[src/rtl/led_pkg.sv]
// Shared LED display types: pattern modes and sequencer FSM states.
package led_pkg;

  typedef enum logic [1:0] {
    MODE_FWD    = 2'd0,
    MODE_REV    = 2'd1,
    MODE_BOUNCE = 2'd2,
    MODE_BLINK  = 2'd3
  } led_mode_t;

  typedef enum logic [1:0] {
    ST_IDLE = 2'd0,
    ST_ON   = 2'd1,
    ST_OFF  = 2'd2
  } led_state_t;

endpackage

[src/rtl/led_phase_timer.sv]
// Terminal-count phase timer: done is high while the count equals limit.
module led_phase_timer #(
  parameter int unsigned CNT_W = 1
) (
  input  logic             clk,
  input  logic             rst,
  input  logic             clear,
  input  logic [CNT_W-1:0] limit,
  output logic             done
);

  logic [CNT_W-1:0] r_cnt;

  always_ff @(posedge clk) begin
    if (rst || clear) begin
      r_cnt <= '0;
    end else begin
      r_cnt <= r_cnt + CNT_W'(1);
    end
  end

  assign done = (r_cnt == limit);

endmodule

[src/rtl/led_seq_driver.sv]
// Parametrised LED sequencer: forward/reverse/bounce/all-blink patterns with
// configurable on/off phase lengths, pause input and pattern-pass strobe.
module led_seq_driver
  import led_pkg::*;
#(
  parameter int unsigned LED_COUNT  = 8,
  parameter int unsigned ON_CYCLES  = 1200,
  parameter int unsigned OFF_CYCLES = 1200,
  localparam int unsigned CNT_W =
    $clog2(((ON_CYCLES > OFF_CYCLES) ? ON_CYCLES : OFF_CYCLES) + 1),
  localparam int unsigned IDX_W = (LED_COUNT > 1) ? $clog2(LED_COUNT) : 1
) (
  input  logic                 clk,
  input  logic                 rst,
  input  logic                 enable,
  input  logic [1:0]           mode,
  output logic [LED_COUNT-1:0] led_out,
  output logic [IDX_W-1:0]     led_idx,
  output logic                 cycle_done
);

  localparam logic [CNT_W-1:0] ON_LIM   = CNT_W'(ON_CYCLES - 1);
  localparam logic [CNT_W-1:0] OFF_LIM  = (OFF_CYCLES == 0) ? '0 : CNT_W'(OFF_CYCLES - 1);
  localparam logic [IDX_W-1:0] LAST_IDX = IDX_W'(LED_COUNT - 1);

  led_state_t           r_state;
  led_mode_t            r_mode;
  logic                 r_dir_up;
  logic [IDX_W-1:0]     r_idx;
  logic [LED_COUNT-1:0] r_led;
  logic                 r_done;

  led_mode_t            w_mode_in;
  logic [CNT_W-1:0]     w_limit;
  logic                 w_phase_done;
  logic                 w_clear;
  logic                 w_step;
  logic [IDX_W-1:0]     w_nxt_idx;
  logic                 w_nxt_dir;
  logic                 w_wrap;

  function automatic logic [LED_COUNT-1:0] f_pattern(input logic [IDX_W-1:0] idx,
                                                     input led_mode_t m);
    logic [LED_COUNT-1:0] v;
    v = '0;
    for (int unsigned i = 0; i < LED_COUNT; i++) begin
      v[i] = (m == MODE_BLINK) || (idx == IDX_W'(i));
    end
    return v;
  endfunction

  assign w_mode_in = led_mode_t'(mode);
  assign w_limit   = (r_state == ST_OFF) ? OFF_LIM : ON_LIM;
  // Every terminal count in ON/OFF enters a new phase, so it always restarts the counter.
  assign w_clear   = !enable || (r_state == ST_IDLE) || w_phase_done;
  assign w_step    = enable && w_phase_done &&
                     ((r_state == ST_OFF) || ((r_state == ST_ON) && (OFF_CYCLES == 0)));

  led_phase_timer #(
    .CNT_W(CNT_W)
  ) u_timer (
    .clk  (clk),
    .rst  (rst),
    .clear(w_clear),
    .limit(w_limit),
    .done (w_phase_done)
  );

  always_comb begin
    w_nxt_idx = r_idx;
    w_nxt_dir = r_dir_up;
    w_wrap    = 1'b0;
    if (LED_COUNT == 1) begin
      w_nxt_idx = '0;
      w_wrap    = 1'b1;
    end else begin
      case (w_mode_in)
        MODE_FWD: begin
          if (r_idx == LAST_IDX) begin
            w_nxt_idx = '0;
            w_wrap    = 1'b1;
          end else begin
            w_nxt_idx = r_idx + IDX_W'(1);
          end
        end
        MODE_REV: begin
          if (r_idx == '0) begin
            w_nxt_idx = LAST_IDX;
            w_wrap    = 1'b1;
          end else begin
            w_nxt_idx = r_idx - IDX_W'(1);
          end
        end
        MODE_BOUNCE: begin
          if (r_dir_up) begin
            if (r_idx == LAST_IDX) begin
              w_nxt_idx = LAST_IDX - IDX_W'(1);
              w_nxt_dir = 1'b0;
              w_wrap    = 1'b1;
            end else begin
              w_nxt_idx = r_idx + IDX_W'(1);
            end
          end else begin
            if (r_idx == '0) begin
              w_nxt_idx = IDX_W'(1);
              w_nxt_dir = 1'b1;
              w_wrap    = 1'b1;
            end else begin
              w_nxt_idx = r_idx - IDX_W'(1);
            end
          end
        end
        default: w_wrap = 1'b1;
      endcase
    end
  end

  always_ff @(posedge clk) begin
    if (rst) begin
      r_state  <= ST_IDLE;
      r_mode   <= MODE_FWD;
      r_dir_up <= 1'b1;
      r_idx    <= '0;
      r_led    <= '0;
      r_done   <= 1'b0;
    end else if (!enable) begin
      r_state <= ST_IDLE;
      r_led   <= '0;
      r_done  <= 1'b0;
    end else begin
      r_done <= 1'b0;
      if (r_state == ST_IDLE) begin
        r_state <= ST_ON;
        r_mode  <= w_mode_in;
        r_led   <= f_pattern(r_idx, w_mode_in);
      end else if (w_step) begin
        r_state  <= ST_ON;
        r_mode   <= w_mode_in;
        r_idx    <= w_nxt_idx;
        r_dir_up <= w_nxt_dir;
        r_led    <= f_pattern(w_nxt_idx, w_mode_in);
        r_done   <= w_wrap;
      end else if ((r_state == ST_ON) && w_phase_done) begin
        r_state <= ST_OFF;
        r_led   <= '0;
      end else if (r_state == ST_ON) begin
        r_led <= f_pattern(r_idx, r_mode);
      end
    end
  end

  assign led_out    = r_led;
  assign led_idx    = r_idx;
  assign cycle_done = r_done;

endmodule

[config.mk]
export PLATFORM = sky130hd
export DESIGN_NAME = led_seq_driver
export DESIGN_NICKNAME = d
export VERILOG_FILES = /design/src/rtl/led_pkg.sv /design/src/rtl/led_phase_timer.sv /design/src/rtl/led_seq_driver.sv
export SDC_FILE = /design/constraint.sdc
export NUM_CORES = 1
export LEC_CHECK = 0
export CAP_MARGIN = 25
export CORE_ASPECT_RATIO = 1.1
export CORE_MARGIN = 5
export CORE_UTILIZATION = 40
export DETAILED_ROUTE_END_ITERATION = 10
export DONT_BUFFER_PORTS = 1
export PLACE_DENSITY = 0.66
export RECOVER_POWER = 50
export SLEW_MARGIN = 25
export SYNTH_ARGS = -nofsm -noshare
export SYNTH_HDL_FRONTEND = slang
export SYNTH_SLANG_ARGS = --single-unit
[constraint.sdc]
create_clock -name clk -period 4.9 [get_ports clk]
set_input_delay 0.245 -clock clk [delete_from_list [all_inputs] [get_ports clk]]
set_output_delay 0.245 -clock clk [all_outputs]
set_load 0.05 [all_outputs]
==> qor.yml <==
first_global_vias: 1471
clk_path_buf_depth: 2
ios: 17
vias: 1544
syn_inst: 215
die-area_um2: 6010
portBuffers: 0
grt_pass1_wl_um: 7200
firstDrtPassIters: 4
powerDensity_nw_per_um2: 223
worstPathArrival_ps: 2850
fin_nets: 226
cts-htree-levels: 1
antenna_found_initial: 0
fillCellCount: 426
dpl.hpwl_um: 3240
drt_wl_total_um: 4220
seqPwrFrac: 0.579
tns_ps: 0
start_util: 0.419
drv_cap: 0
setup_viol: 0
cts_tree: "done"
postCtsSetupRepairBufs: 0
p_leak_uw: 0.000673
wire_per_inst_um: 15.9
endpoint_kind: "flop"
ys_ff_latch: 28
clockRootBuffer: "clkbuf_8"
path_clk_slew_ps: 100
syn_nets: 228
grt_max_degree: 17
drtIter0Drc: 131
drc: 0
fin_crit_sh: 0.545
tightest_slew_ps: 786
hold_buffers: 0
crit_required_ps: 5080
die_h_um: 80.8
vias_per_cell: 5.80
pwr-share-comb: 0.072
dp_cells: 262
synthArstFlopShare: 0
avgSynthCellArea_um2: 8.47
drive_gt1_frac: 0.0755
max_freq_ghz: 0.374
hold_viol: 0
vdd_drop_max_uv: 117
finalCriticalPeriod_ps: 2670
numCtsBuffers: 3
critPathMaxStageDelay_ps: 810
clock-sinks: 28
finClkSkew_ps: 2.41
rsz0062_at_grt: "false"
rows: 25
multi_input_area_um2: 1180
p_int_uw: 317
syn_to_final_growth_pct: 3.98
synth.distinct_cells: 62
max_slew_margin: 0.476
clock_latency_ps: 280
status: "finished, final reports clean"
ys_seq_area_frac: 0.308
globalplace.congestion: 0.870
fin_cells: 266
final-seq-area_um2: 561
drv_slew: 0
cp-start-kind: "flop"
crit_chain: "inv_1 -> ha_1 -> nor2b_1 -> o2111ai_1 -> o221a_2 -> a221oi_1 -> a32o_1"
synth_edf_count: 0
diodes: 0
slowest_stage: "dfxtp_1"
coreArea_um2: 4350
final_antenna_net_count: 0
hold_path.class: "in2reg"
die_width_um: 74.3
path_max_fanout: 10
worstSetupPathType: "reg2reg"
p_clk_frac: 0.348
synth-main-ff-cell: "dfxtp_1"
sw_frac_of_total: 0.251
yosys_warnings: 0
grtUsageTotal: 0.155
p_switching_uw: 106
cts_resized: 0
syn_area_um2: 1820
overflow: 0
[layer usage]
layer | global-route usage | routed length [um] | vias to the layer above
met5 | 0 | 0 | -
met4 | 0.0676 | 73 | 0
met3 | 0.0322 | 231 | 7
met2 | 0.246 | 1980 | 43
met1 | 0.203 | 1940 | 710
li1 | - | - | 784
[power groups by stage]
| stage | sequential [uW] | clock (uW) | combinational (uW) |
|---|---|---|---|
| 6_report | 245 | 147 | 30.6 |
| 5_1_grt | 246 | 164 | 34.0 |
| 4_1_cts | 246 | 153 | 30.3 |
| 3_5_place_dp | 251 | 0 | 30.2 |
| 3_3_place_gp | 251 | 0 | 30.1 |
| 2_1_floorplan | 249 | 0 | 28.6 |
[cell families (layout without fill, tap and decap cells)]
logic type	Yosys count	count (layout)	synth area share
AO/OA/AOI/OAI	56	56	0.245
XOR/XNOR	9	9	0.0433
adder cells (fa/ha/maj)	8	8	0.0549
buffers and inverters	16	13	0.0433
flip-flops	28	28	0.308
multiplexers	4	4	0.0247
AND/OR/NAND/NOR	94	94	0.282
[path summary, 6_finish.rpt]
kind | slack [ps] | from | cells after the start | to
min | 20 | rst | 1 | r_mode[0]$_SDFFE_PP0P_
min reg2reg | 470 | u_timer.r_cnt[0]$_SDFF_PP0_ | 1 | u_timer.r_cnt[0]$_SDFF_PP0_
max reg2reg | 2230 | led_idx[0]$_SDFFE_PP0P_ | 7 | led_out[7]$_SDFFE_PP0P_
max | 2230 | led_idx[0]$_SDFFE_PP0P_ | 7 | led_out[7]$_SDFFE_PP0P_
[cell usage after synthesis, types with 2 or more instances]
cell type	number	area [um^2]
nand2_1	19	71.3
a221o_1	3	30.0
a31oi_1	3	18.8
nand3_1	7	35.0
nor4_1	2	12.5
xnor2_1	2	17.5
o21ai_1	4	20.0
or3_1	2	12.5
a21oi_1	4	20.0
buf_2	3	15.0
buf_4	2	15.0
ha_1	8	100
o21ai_0	11	55.1
and2_1	3	18.8
nor2b_1	6	37.5
xor2_1	7	61.3
a32o_1	4	40.0
inv_1	8	30.0
nand4_1	4	25.0
nor2_1	26	97.6
nand2b_1	9	56.3
a221oi_1	2	17.5
mux2i_1	3	30.0
dfxtp_1	28	561
and3_1	3	18.8
a211oi_1	5	37.5
o31a_1	2	17.5
[layout by cell type, fill, tap and decap left out, drive strengths merged, types with 3 or more instances in the layout]
master  instances
a211oi          5
nor2           26
a31oi           3
mux2i           3
a21oi           4
nor2b           6
nand2b          9
dfxtp          28
a221oi          3
inv             8
nand2          20
a221o           3
and3            3
clkbuf          5
nand4           5
o21ai          16
nand3           8
a32o            4
xor2            7
ha              8
and2            3
[flip-flops by register name, summed over array words and instances, names as in the netlist]
register and count:
u_timer.r_cnt 11, led_out 8, led_idx 3, r_mode 2
r_state 2, cycle_done 1, r_dir_up 1
[layout make-up]
type,count,share of cell area
clock buffer,4,0.0291
inverter,8,0.0159
multi-input combinational,171,0.622
sequential,28,0.296
tap,54,0.0357
timing repair buffer,1,0.00198
[per-stage QoR]
stage / area [um^2] / hold slack (ps) / total power [uW] / worst slack (ps) / utilization
4_1_cts: 1900 / 13.2 / 429 / 2250 / 0.438
3_5_place_dp: 1850 / 321 / 281 / 2270 / 0.425
5_1_grt: 1890 / 3.66 / 444 / 2010 / 0.436
6_report: 1890 / 22.0 / 423 / 2230 / 0.436
3_3_place_gp: 1850 / 319 / 281 / 2320 / 0.425
2_1_floorplan: 1820 / 430 / 278 / 2500 / -
[worst max-delay path: cells and delay by family (launching register included)]
kind                     cells  cell delay, ps
AO/OA/AOI/OAI                4             970
flip-flops                   1             810
adder cells (fa/ha/maj)      1             340
AND/OR/NAND/NOR              1             210
buffers and inverters        1             240
No activity file was read; power rests on OpenSTA's default activity.
